## config.mk

```make
export PLATFORM = sky130hd
export DESIGN_NAME = uart_rx
export DESIGN_NICKNAME = d
export VERILOG_FILES = /design/src/rtl/uart_pkg.sv /design/src/rtl/sync_2ff.sv /design/src/rtl/uart_rx.sv
export SDC_FILE = /design/constraint.sdc
export NUM_CORES = 1
export LEC_CHECK = 0
export ABC_AREA = 1
export BUFFER_PORTS_ARGS = -buffer_cell sky130_fd_sc_hd__buf_2
export CAP_MARGIN = 20
export CORE_ASPECT_RATIO = 0.6
export CORE_MARGIN = 3
export CORE_UTILIZATION = 67
export CTS_BUF_LIST = sky130_fd_sc_hd__clkbuf_4
export CTS_CLUSTER_SIZE = 14
export DETAILED_ROUTE_END_ITERATION = 16
export PLACE_DENSITY = 0.87
export SYNTH_ARGS = -nofsm -noshare
export SYNTH_HDL_FRONTEND = slang
export SYNTH_SLANG_ARGS = --single-unit
```

## constraint.sdc

```tcl
create_clock -name clk -period 2.2 [get_ports clk]
set_input_delay 0.22 -clock clk [delete_from_list [all_inputs] [get_ports clk]]
set_output_delay 0.22 -clock clk [all_outputs]
set_load 0.005 [all_outputs]
```

## src/rtl/uart_pkg.sv

```systemverilog
// Shared UART definitions: receiver/transmitter state encoding, parity modes
// and the parity helper used by both directions of the link.
package uart_pkg;

    localparam int PARITY_NONE = 0;
    localparam int PARITY_ODD  = 1;
    localparam int PARITY_EVEN = 2;

    // Widest data word any UART in the codebase supports.
    localparam int DATA_MAX = 16;

    typedef enum logic [2:0] {
        IDLE       = 3'd0,
        START_BIT  = 3'd1,
        DATA_BITS  = 3'd2,
        PARITY_BIT = 3'd3,
        STOP_BIT   = 3'd4
    } uart_state_t;

    // Parity bit a transmitter sends for this word; zero-padding is harmless to the XOR.
    function automatic logic parity_calc(input logic [DATA_MAX-1:0] data, input int ptype);
        logic p;
        p = 1'b0;
        if (ptype == PARITY_ODD)
            p = ~^data;
        else if (ptype == PARITY_EVEN)
            p = ^data;
        return p;
    endfunction

endpackage

```

## src/rtl/sync_2ff.sv

```systemverilog
// Generic two-flop synchroniser for a single asynchronous input bit.
// RESET_VAL lets idle-high lines come out of reset in their idle state.
module sync_2ff #(
    parameter logic RESET_VAL = 1'b1
) (
    input  logic clk,
    input  logic rst,
    input  logic d,
    output logic q
);

    logic meta;

    // NOTE: sequential state always uses non-blocking assignments so every flop samples pre-edge values.
    always_ff @(posedge clk or posedge rst) begin
        if (rst) begin
            meta <= RESET_VAL;
            q    <= RESET_VAL;
        end else begin
            meta <= d;
            q    <= meta;
        end
    end

endmodule

```

## src/rtl/uart_rx.sv

```systemverilog
// UART receiver: mid-bit sampling of start/data/parity/stop, one-entry output
// register with valid/ready handshake, overrun pulse when the word cannot land.
module uart_rx
    import uart_pkg::*;
#(
    parameter int CLKS_PER_BIT = 50_000_000 / 115_200,
    parameter int BITS_N       = 8,
    parameter int PARITY_TYPE  = PARITY_NONE
) (
    input  logic              clk,
    input  logic              rst,
    input  logic              uart_in,
    output logic [BITS_N-1:0] data_rx,
    output logic              valid,
    input  logic              ready,
    output logic              parity_err,
    output logic              frame_err,
    output logic              overrun
);

    localparam int CNT_W = $clog2(CLKS_PER_BIT);
    localparam int BIT_W = $clog2(BITS_N) + 1;
    localparam int HALF  = CLKS_PER_BIT / 2;

    localparam logic [CNT_W-1:0] CNT_MID  = CNT_W'(HALF - 1);
    localparam logic [CNT_W-1:0] CNT_FULL = CNT_W'(CLKS_PER_BIT - 1);
    localparam logic [BIT_W-1:0] BIT_LAST = BIT_W'(BITS_N - 1);

    logic              line_sync;
    logic              line_d;
    logic [2:0]        prime;
    logic              fall;

    uart_state_t       state;
    logic [CNT_W-1:0]  cnt;
    logic [BIT_W-1:0]  bit_n;
    logic [BITS_N-1:0] shreg;
    logic [BITS_N:0]   shreg_in;
    logic              par_bit;

    logic              done;
    logic [BITS_N-1:0] pend_data;
    logic              pend_perr;
    logic              pend_ferr;

    sync_2ff #(.RESET_VAL(1'b1)) u_sync (
        .clk (clk),
        .rst (rst),
        .d   (uart_in),
        .q   (line_sync)
    );

    // The synchroniser drains its reset ones for a few cycles; a line held low
    // from reset must not look like a start edge, so edges are ignored until primed.
    always_ff @(posedge clk or posedge rst) begin
        if (rst) begin
            line_d <= 1'b1;
            prime  <= '0;
        end else begin
            line_d <= line_sync;
            prime  <= {prime[1:0], 1'b1};
        end
    end

    assign fall     = prime[2] && line_d && !line_sync;
    assign shreg_in = {line_sync, shreg};

    always_ff @(posedge clk or posedge rst) begin
        if (rst) begin
            state     <= IDLE;
            cnt       <= '0;
            bit_n     <= '0;
            shreg     <= '0;
            par_bit   <= 1'b0;
            done      <= 1'b0;
            pend_data <= '0;
            pend_perr <= 1'b0;
            pend_ferr <= 1'b0;
        end else begin
            done <= 1'b0;
            case (state)
                IDLE: begin
                    if (fall) begin
                        state <= START_BIT;
                        cnt   <= '0;
                    end
                end
                START_BIT: begin
                    if (cnt == CNT_MID) begin
                        cnt   <= '0;
                        bit_n <= '0;
                        state <= line_sync ? IDLE : DATA_BITS;
                    end else begin
                        cnt <= cnt + 1'b1;
                    end
                end
                DATA_BITS: begin
                    if (cnt == CNT_FULL) begin
                        cnt   <= '0;
                        shreg <= shreg_in[BITS_N:1];
                        if (bit_n == BIT_LAST)
                            state <= (PARITY_TYPE == PARITY_NONE) ? STOP_BIT : PARITY_BIT;
                        else
                            bit_n <= bit_n + 1'b1;
                    end else begin
                        cnt <= cnt + 1'b1;
                    end
                end
                PARITY_BIT: begin
                    if (cnt == CNT_FULL) begin
                        cnt     <= '0;
                        par_bit <= line_sync;
                        state   <= STOP_BIT;
                    end else begin
                        cnt <= cnt + 1'b1;
                    end
                end
                STOP_BIT: begin
                    // Back to IDLE at mid stop bit so a start edge right after it is not missed.
                    if (cnt == CNT_FULL) begin
                        cnt       <= '0;
                        state     <= IDLE;
                        done      <= 1'b1;
                        pend_data <= shreg;
                        pend_ferr <= !line_sync;
                        pend_perr <= (PARITY_TYPE != PARITY_NONE) &&
                                     (par_bit != parity_calc(DATA_MAX'(shreg), PARITY_TYPE));
                    end else begin
                        cnt <= cnt + 1'b1;
                    end
                end
                // NOTE: a default arm keeps the case full, so no latch and no stuck unused encoding.
                default: state <= IDLE;
            endcase
        end
    end

    always_ff @(posedge clk or posedge rst) begin
        if (rst) begin
            data_rx    <= '0;
            valid      <= 1'b0;
            parity_err <= 1'b0;
            frame_err  <= 1'b0;
            overrun    <= 1'b0;
        end else begin
            overrun <= 1'b0;
            if (done) begin
                if (!valid || ready) begin
                    data_rx    <= pend_data;
                    parity_err <= pend_perr;
                    frame_err  <= pend_ferr;
                    valid      <= 1'b1;
                end else begin
                    overrun <= 1'b1;
                end
            end else if (valid && ready) begin
                valid <= 1'b0;
            end
        end
    end

endmodule

```

==> results of run 1 <==
power by group through the flow:
| stage | Combinational (W) | Clock, W | Sequential, W |
|---|---|---|---|
| floorplan | 0.000429 | 0 | 0.00107 |
| global placement | 0.000528 | 0 | 0.00108 |
| detailed placement | 0.000549 | 0 | 0.00109 |
| CTS | 0.000557 | 0.000549 | 0.00107 |
| global route | 0.000637 | 0.000585 | 0.00108 |
| finish | 0.000567 | 0.000547 | 0.00107 |
metrics by stage:
stage	total power, W	hold WS [ns]
6_report	0.00219	0.0856
4_1_cts	0.00218	0.0854
3_5_place_dp	0.00164	0.314
5_1_grt	0.00230	0.111
2_1_floorplan	0.00150	0.224
3_3_place_gp	0.00161	0.316
registers in the layout (all words and copies together), names as in the netlist, 3 cells and up:
register	count
bit_n	4
cnt	9
data_rx	8
pend_data	8
prime	3
shreg	8
state	3
placed cells by master (no fill, tap or decap):
master / synthesis / final
nand2_4: 1 / 1
ha_1: 4 / 4
inv_1: 29 / 28
nor2_2: 1 / 1
mux2_2: 9 / 9
o21ai_0: 7 / 7
o21ai_2: 1 / 1
o21ai_1: 12 / 12
nand3_4: 1 / 1
dlygate4sd3_1: 0 / 2
nand4_1: 11 / 11
conb_1: 2 / 2
nand2_2: 2 / 2
nand2_1: 76 / 76
nand3_2: 2 / 2
nor3_4: 1 / 1
dfrtp_1: 48 / 48
nor2_8: 1 / 1
clkbuf_4: 0 / 5
nor2_4: 2 / 2
buf_4: 1 / 2
inv_2: 2 / 3
buf_2: 1 / 14
clkinv_4: 0 / 1
xor2_1: 3 / 3
xnor2_1: 1 / 1
nor2_1: 16 / 16
nand3_1: 24 / 24
dfstp_2: 3 / 3
bufinv_16: 0 / 1
clkinv_2: 0 / 1
area by class of cell:
class | instances | area share (%)
Sequential cell | 51 | 49.3
Clock buffer | 5 | 1.45
Multi-Input combinational cell | 177 | 36.9
Inverter | 31 | 4.48
Clock inverter | 3 | 1.69
Timing Repair Buffer | 18 | 4.05
Tap cell | 45 | 2.17
repair_timing:
item | CTS | global route
hold buffers | 2 | 0
endpoints found under the hold margin | 27 | 0
gates resized for setup | 0 | 0
endpoints found under the setup margin | 0 | 0
per-layer routing:
| metal | share of wire (%) | routed length [um] | track usage [%] | up-vias |
|---|---|---|---|---|
| met4 | 1.0 | 47 | 6.79 | 0 |
| met1 | 47 | 2220 | 36.1 | 835 |
| met5 | 0 | 0 | 0 | - |
| li1 | - | - | - | 887 |
| met3 | 9.1 | 427 | 6.12 | 8 |
| met2 | 43 | 2020 | 36.0 | 87 |
critical path, cell delays in order (launching register included):
cell	delay (ns)
dfrtp_1	0.43
inv_1	0.11
ha_1	0.19
nand2_1	0.10
nor2_4	0.19
nand2_4	0.13
nand2_1	0.15
nand2_1	0.12
nand2_1	0.08
o21ai_1	0.07
path summary, 6_finish.rpt:
kind,cells past startpoint,endpoint,from
min in group asynchronous,3,pend_data[7]$_DFFE_PP0P_,rst
worst min register to register,0,u_sync.q$_DFF_PP1_,u_sync.meta$_DFF_PP1_
worst min-delay path,4,overrun$_DFF_PP0_,ready
worst max register to register,9,cnt[1]$_DFFE_PP0P_,cnt[1]$_DFFE_PP0P_
max in group asynchronous,4,u_sync.q$_DFF_PP1_,rst
worst max-delay path,9,cnt[1]$_DFFE_PP0P_,cnt[1]$_DFFE_PP0P_
cells in the mapped netlist, types with 2 or more instances:
library cell  count  area [sq um]
nand2_1          76           285
dfrtp_1          48          1200
inv_1            29           109
nand3_1          24           120
nor2_1           16          60.1
o21ai_1          12          60.1
nand4_1          11          68.8
mux2_2            9           101
o21ai_0           7          35.0
ha_1              4          50.1
dfstp_2           3          78.8
xor2_1            3          26.3
conb_1            2          7.51
inv_2             2          7.51
nand2_2           2          12.5
nand3_2           2          20.0
nor2_4            2          22.5
cell families (layout without fill, tap and decap cells):
logic type / count (synthesis) / count (layout)
other: 2 / 2
XOR/XNOR: 4 / 4
buffers and inverters: 34 / 57
adder cells (fa/ha/maj): 4 / 4
AO/OA/AOI/OAI: 20 / 20
AND/OR/NAND/NOR: 138 / 138
flip-flops: 51 / 51
multiplexers: 9 / 9
==> results.sh, run 1 <==
export IMPL_status="finished, final reports clean"
export IMPL_cts_buffer_depth=2
export IMPL_max_freq_ghz=0.603
export IMPL_tns_ns=0
export IMPL_grt_antenna_before_repair=0
export IMPL_dp_slack_ns=0.574
export IMPL_synth_adder_area_share_pct=2.10
export IMPL_place_hpwl_mm=3.48
export IMPL_synth_simple_gate_area_share_pct=27.7
export IMPL_clkPwrFrac_pct=25.0
export IMPL_die_w_um=83.0
export IMPL_synth_compound_area_share_pct=4.36
export IMPL_die_area_sq_um=4330
export IMPL_cts_clk_slew_worst_paths_ns=0.14
export IMPL_drc=0
export IMPL_postRouteWirelength_mm=4.72
export IMPL_grt_max_degree=29
export IMPL_synth_top_family_by_area="simple AND/OR/NAND/NOR gates"
export IMPL_layout_setup_ws_ns=0.542
export IMPL_drive_gt1_share_pct=17.9
export IMPL_drtIter0Drc=205
export IMPL_regArea_sq_um=1280
export IMPL_regToRegSetupSlack_ns=0.54
export IMPL_stdcell_area_sq_um=2600
export IMPL_p_per_area_nw_per_um2=842
export IMPL_syn_cell_area_sq_um=2380
export IMPL_final_setup_viol_count=0
export IMPL_vias=1817
export IMPL_drt_pass1_iter_count=6
export IMPL_tightest_slew_ns=0.587
export IMPL_syn_nets=270
export IMPL_nets=292
export IMPL_diodes=0
export IMPL_hp_class="input port to register"
export IMPL_place_inst=320
export IMPL_endpoint_kind="register"
export IMPL_synth_ff_type="dfrtp_1"
export IMPL_cp_start_kind="register"
export IMPL_netlist_instances=262
export IMPL_num_rows=16
export IMPL_cts_root_buf="clkbuf_4"
export IMPL_finalMaxSlewViolations=0
export IMPL_cts_sinks=51
export IMPL_synthDistinctLibCells=27
export IMPL_synth_mux_area_share_pct=4.25
export IMPL_coreArea_sq_um=3320
export IMPL_worst_setup_path_type="register to register"
export IMPL_hold_viol_final=0
export IMPL_arrival_ns=1.94
export IMPL_cts_tree="built"
export IMPL_clkLatencyLatePin_ns=0.39
export IMPL_yosysWarnings=0
export IMPL_dpl_instance_area_sq_um=2500
export IMPL_p_comb_share_pct=25.9
export IMPL_port_buffers=14
export IMPL_p_sw_w=0.000800
export IMPL_grt_util_all_layers_pct=24.4
export IMPL_slew_headroom_pct=60.8
export IMPL_cp_required_ns=2.48
export IMPL_grt_overflow_total=0
export IMPL_grt_pass1_vias=1745
export IMPL_n_fill_cell=205
export IMPL_crit_path_max_fanout=8
export IMPL_post_route_util_pct=78.2
export IMPL_fin_cells=330
export IMPL_swShare_pct=36.6
export IMPL_yosysSeqAreaShare_pct=53.7
export IMPL_skew_ns=0.0167
export IMPL_avgSynthCellArea_sq_um=9.09
export IMPL_synth_edf_count=0
export IMPL_gp_congestion=0.973
export IMPL_avgViaCountPerCell=5.51
export IMPL_ios=16
export IMPL_maxCapViolCount=0
export IMPL_synthToLayoutAreaGrowth_pct=9.03
export IMPL_pwr_share_seq_pct=49.1
export IMPL_power_leakage_nw=1.36
export IMPL_ys_ff_latch=51
export IMPL_wire_per_inst_um=14.3
export IMPL_intPower_w=0.00139
export IMPL_ir_worst_vdd_v=0.000535
export IMPL_synth_xor_area_share_pct=1.47
export IMPL_die_y_um=52.2
export IMPL_rsz0062_at_grt="false"
export IMPL_synth_async_reset_ratio_pct=100
export IMPL_numCtsBuffers=5
export IMPL_grt_pass1_wl_mm=8.20
export IMPL_min_period_ns=1.66
export IMPL_htree_levels=2
export IMPL_multiInputGateArea_sq_um=958
export IMPL_cts_setup_buffers=0
export IMPL_fin_crit_sh_pct=75.4
export IMPL_start_util_pct=71.7
export IMPL_ant_nets=0
No activity file was read; power rests on OpenSTA's default activity.
==> run 2: changes to the inputs <==
CORE_UTILIZATION = 62   (was 67)
PLACE_DENSITY = 0.81   (was 0.87)
clock period = 1.69 ns   (was 2.2 ns; I/O delays follow)
==> results.sh, run 2 (same netlist as run 1, synthesis figures left out) <==
export IMPL_final_cell_mix="76 x nand2_1, 48 x dfrtp_1, 28 x inv_1"
export IMPL_crit_path_max_fanout=8
export IMPL_fin_crit_sh_pct=92.9
export IMPL_coreArea_sq_um=3460
export IMPL_maxCapViolCount=0
export IMPL_htree_levels=2
export IMPL_worstPathCellList="inv_1, ha_1, nand2_1, nor2_4, nand2_4, nand2_1, nand3_2, nand2_1, nand2_1"
export IMPL_path_delay_family="simple AND/OR/NAND/NOR gates"
export IMPL_drc=0
export IMPL_grt_util_all_layers_pct=21.8
export IMPL_cts_root_buf="clkbuf_4"
export IMPL_rsz0062_at_grt="true"
export IMPL_grt_overflow_total=0
export IMPL_cp_start_kind="register"
export IMPL_drt_pass1_iter_count=4
export IMPL_drive_gt1_share_pct=18.8
export IMPL_gp_congestion=0.908
export IMPL_cp_required_ns=1.97
export IMPL_vias=1753
export IMPL_max_stage_delay_ns=0.42
export IMPL_cts_sinks=51
export IMPL_worst_path_buf_inv=1
export IMPL_cts_resized_gates=0
export IMPL_regArea_sq_um=1280
export IMPL_die_area_sq_um=4650
export IMPL_cts_tree="built"
export IMPL_numCtsBuffers=5
export IMPL_diodes=0
export IMPL_drtIter0Drc=122
export IMPL_hold_viol_final=0
export IMPL_power_leakage_nw=1.39
export IMPL_regMostFlops="cnt"
export IMPL_cts_buffer_depth=2
export IMPL_crit_slowest_cell="dfrtp_1"
export IMPL_nets=295
export IMPL_cts_setup_buffers=0
export IMPL_postRouteWirelength_mm=4.50
export IMPL_largest_reg_flops=9
export IMPL_grt_pass1_vias=1556
export IMPL_multiInputGateArea_sq_um=958
export IMPL_max_freq_ghz=0.637
export IMPL_stdcell_area_sq_um=2660
export IMPL_post_route_util_pct=76.7
export IMPL_cpMostUsedCell="nand2_1"
export IMPL_finalMaxSlewViolations=0
export IMPL_clkLatencyLatePin_ns=0.37
export IMPL_skew_ns=0.0117
export IMPL_place_hpwl_mm=3.21
export IMPL_port_buffers=14
export IMPL_die_y_um=54.0
export IMPL_tns_ns=0
export IMPL_hp_class="input port to register"
export IMPL_ios=16
export IMPL_p_per_area_nw_per_um2=1150
export IMPL_cts_clk_slew_worst_paths_ns=0.14
export IMPL_wire_per_inst_um=13.5
export IMPL_total_power_w=0.00305
export IMPL_endpoint_kind="register"
export IMPL_start_util_pct=68.8
export IMPL_avgViaCountPerCell=5.26
export IMPL_grt_antenna_before_repair=0
export IMPL_grt_max_degree=52
export IMPL_num_rows=16
export IMPL_final_common_cell="nand2_1"
export IMPL_grt_pass1_wl_mm=7.49
export IMPL_min_period_ns=1.57
export IMPL_dpl_instance_area_sq_um=2530
export IMPL_arrival_ns=1.84
export IMPL_status="finished, final reports clean"
export IMPL_ant_nets=0
export IMPL_synthToLayoutAreaGrowth_pct=11.5
export IMPL_final_setup_viol_count=0
export IMPL_die_w_um=86.0
export IMPL_worst_setup_path_type="register to register"
export IMPL_n_fill_cell=248
export IMPL_ir_worst_vdd_v=0.000768
-- run 2: layer usage --
layer  routed length, um  GRT usage (%)  vias to the layer above
met5                   0              0                        -
met2                1750           29.5                       52
li1                    -              -                      899
met1                2380           33.9                      795
met3                 304           5.50                        7
met4                  61           6.32                        0
-- run 2: worst register-to-register path: cells and delay by family (launching register included) --
family | cells | cell delay [ns]
flops | 1 | 0.42
fa+ha+maj | 1 | 0.15
simple gates | 7 | 0.81
buf+inv | 1 | 0.10
-- run 2: area by class of cell --
cell class	instances	share of cell area (%)
tap	45	2.12
timing repair buffer	21	5.28
inverter	31	4.38
multi-input combinational	177	36.1
clock inverter	2	2.26
clock buffer	6	1.70
sequential	51	48.2
-- run 2: what timing repair did --
item	4_1_cts	5_1_grt
endpoints found under the setup margin	0	2
hold endpoints to repair	49	0
hold buffers	2	0
-- run 2: final timing paths --
path,startpoint,to,slack [ns],cells after the start
setup / recovery,cnt[1]$_DFFE_PP0P_,bit_n[2]$_DFFE_PP0P_,0.12,9
setup reg to reg,cnt[1]$_DFFE_PP0P_,bit_n[2]$_DFFE_PP0P_,0.12,9
hold reg to reg,prime[1]$_DFF_PP0_,prime[2]$_DFF_PP0_,0.37,0
hold / removal,ready,overrun$_DFF_PP0_,0.04,4
min in group asynchronous,rst,shreg[7]$_DFFE_PP0P_,0.37,4
max in group asynchronous,rst,u_sync.q$_DFF_PP1_,1.04,4
-- run 2: power by group --
part / switching (W) / total, W / internal, W
registers: 0.000102 / 0.00140 / 0.00129
logic: 0.000548 / 0.000808 / 0.000260
clock network: 0.000370 / 0.000847 / 0.000478
total: 0.00102 / 0.00305 / 0.00203
-- run 2: stage by stage --
stage | hold WS (ns) | worst slack (ns) | cells
2_1_floorplan | 0.173 | 0.296 | 262
3_3_place_gp | 0.227 | 0.222 | 323
3_5_place_dp | 0.239 | 0.139 | 323
4_1_cts | 0.0296 | 0.116 | 333
5_1_grt | 0.0370 | -0.00951 | 333
6_report | 0.0423 | 0.121 | 333
==> run 3: changes to the inputs <==
CORE_UTILIZATION = 30   (was 62)
PLACE_DENSITY = default   (was 0.81)
SETUP_SLACK_MARGIN = 0.3   (was default)
==> results.sh, run 3 (same netlist as run 1, synthesis figures left out) <==
export IMPL_status="finished, final reports clean"
export IMPL_drc=0
export IMPL_grt_pass1_wl_mm=8.69
export IMPL_regMostFlops="cnt"
export IMPL_power_leakage_nw=1.45
export IMPL_htree_levels=2
export IMPL_drive_gt1_share_pct=35.0
export IMPL_coreArea_sq_um=7480
export IMPL_arrival_ns=1.77
export IMPL_nets=316
export IMPL_skew_ns=0.0119
export IMPL_post_route_util_pct=41.1
export IMPL_cts_sinks=51
export IMPL_avgViaCountPerCell=4.55
export IMPL_drtIter0Drc=105
export IMPL_cts_root_buf="clkbuf_4"
export IMPL_ios=16
export IMPL_grt_antenna_before_repair=0
export IMPL_ant_nets=0
export IMPL_die_w_um=121
export IMPL_maxCapViolCount=0
export IMPL_postRouteWirelength_mm=5.37
export IMPL_diodes=0
export IMPL_gp_congestion=0.882
export IMPL_wire_per_inst_um=13.0
export IMPL_ir_worst_vdd_v=0.000661
export IMPL_use_met2_pct=16.2
export IMPL_finalMaxSlewViolations=0
export IMPL_hp_class="input port to register"
export IMPL_numCtsBuffers=5
export IMPL_drt_pass1_iter_count=4
export IMPL_cp_start_kind="register"
export IMPL_clkLatencyLatePin_ns=0.38
export IMPL_hold_viol_final=0
export IMPL_die_area_sq_um=9080
export IMPL_vias=1878
export IMPL_synthToLayoutAreaGrowth_pct=29.0
export IMPL_num_rows=24
export IMPL_grt_max_degree=24
export IMPL_cp_required_ns=1.99
export IMPL_tightest_slew_ns=0.502
export IMPL_final_common_cell="nand2_1"
export IMPL_final_setup_viol_count=0
export IMPL_slew_headroom_pct=66.5
export IMPL_use_met3_pct=3.45
export IMPL_cts_clk_slew_worst_paths_ns=0.14
export IMPL_fin_crit_sh_pct=86.9
export IMPL_min_period_ns=1.47
export IMPL_start_util_pct=31.9
export IMPL_place_hpwl_mm=3.18
export IMPL_grt_overflow_total=0
export IMPL_crit_path_max_fanout=6
export IMPL_grt_busiest_layer="met1"
export IMPL_port_buffers=14
export IMPL_max_freq_ghz=0.681
export IMPL_die_y_um=75.0
export IMPL_grt_util_all_layers_pct=12.4
export IMPL_worst_setup_path_type="register to register"
export IMPL_cts_buffer_depth=2
export IMPL_cts_tree="built"
export IMPL_gr_usage_met1_pct=19.3
export IMPL_endpoint_kind="register"
export IMPL_largest_reg_flops=9
export IMPL_p_per_area_nw_per_um2=1020
export IMPL_tns_ns=0
export IMPL_final_cell_mix="62 x nand2_1, 44 x dfrtp_1, 25 x inv_1"
export IMPL_grt_pass1_vias=1748
export IMPL_rsz0062_at_grt="true"
run 3: changes by cell type in the layout (fill, tap and decap cells not counted), sizes merged:
| cell | previous run | this run |
|---|---|---|
| clkinv | 0 | 2 |
| bufinv | 2 | 0 |
| nand2 | 79 | 80 |
| inv | 31 | 30 |
| clkinvlp | 0 | 1 |
| nor2 | 20 | 22 |
| nand3 | 27 | 30 |
| buf | 19 | 34 |
run 3: metal layers:
metal / vias up / share of wire [%] / wire length [um]
li1: 942 / - / -
met1: 888 / 53 / 2850
met2: 42 / 39 / 2110
met3: 6 / 6.3 / 337
met4: 0 / 1.4 / 77
met5: - / 0 / 0
run 3: repair_timing:
item	CTS	global route
hold endpoints to repair	21	0
hold buffers	2	0
cloned	6	0
setup buffers	11	3
setup endpoints to repair	28	36
gates resized for setup	17	38
pin swaps	8	16
run 3: final timing paths:
path | from | to | slack, ns | cells after the start
max | cnt[1]$_DFFE_PP0P_ | shreg[6]$_DFFE_PP0P_ | 0.22 | 9
min in group asynchronous | rst | data_rx[0]$_DFFE_PP0P_ | 0.35 | 3
max reg2reg | cnt[1]$_DFFE_PP0P_ | shreg[6]$_DFFE_PP0P_ | 0.22 | 9
max in group asynchronous | rst | u_sync.meta$_DFF_PP1_ | 0.81 | 4
min reg2reg | prime[1]$_DFF_PP0_ | prime[2]$_DFF_PP0_ | 0.36 | 0
min | ready | overrun$_DFF_PP0_ | 0.07 | 4
run 3: layout make-up:
class	instances	area, sq um
inverters	31	120
fillers	724	4400
well taps	104	130
clock inverters	2	7.51
clock buffers	6	45.0
flip-flops and latches	51	1280
multi-input cells	183	1210
repair buffers	36	280
run 3: critical path: stages (launching register included):
cell and delay [ns]:
dfrtp_1 0.42, inv_2 0.09, ha_4 0.14, nand2_4 0.05
nor2_4 0.17, nand2_8 0.11, buf_12 0.15, nor2_8 0.11
nand2_1 0.07, o21ai_1 0.08
run 3: stage by stage:
| stage | setup slack (ns) | cells | hold WS (ns) | total power, W | instance area (sq um) |
|---|---|---|---|---|---|
| global placement | 0.239 | 383 | 0.223 | 0.00220 | 2620 |
| floorplan | 0.321 | 262 | 0.173 | 0.00195 | 2390 |
| global route | 0.108 | 413 | 0.0966 | 0.00335 | 3070 |
| finish | 0.221 | 413 | 0.0716 | 0.00314 | 3070 |
| CTS | 0.243 | 410 | 0.0418 | 0.00291 | 2890 |
| detailed placement | 0.198 | 383 | 0.226 | 0.00220 | 2620 |
run 3: power by group:
group | internal, W | switching, W
registers | 0.00130 | 0.0000991
clock network | 0.000171 | 0.000368
logic | 0.000439 | 0.000765
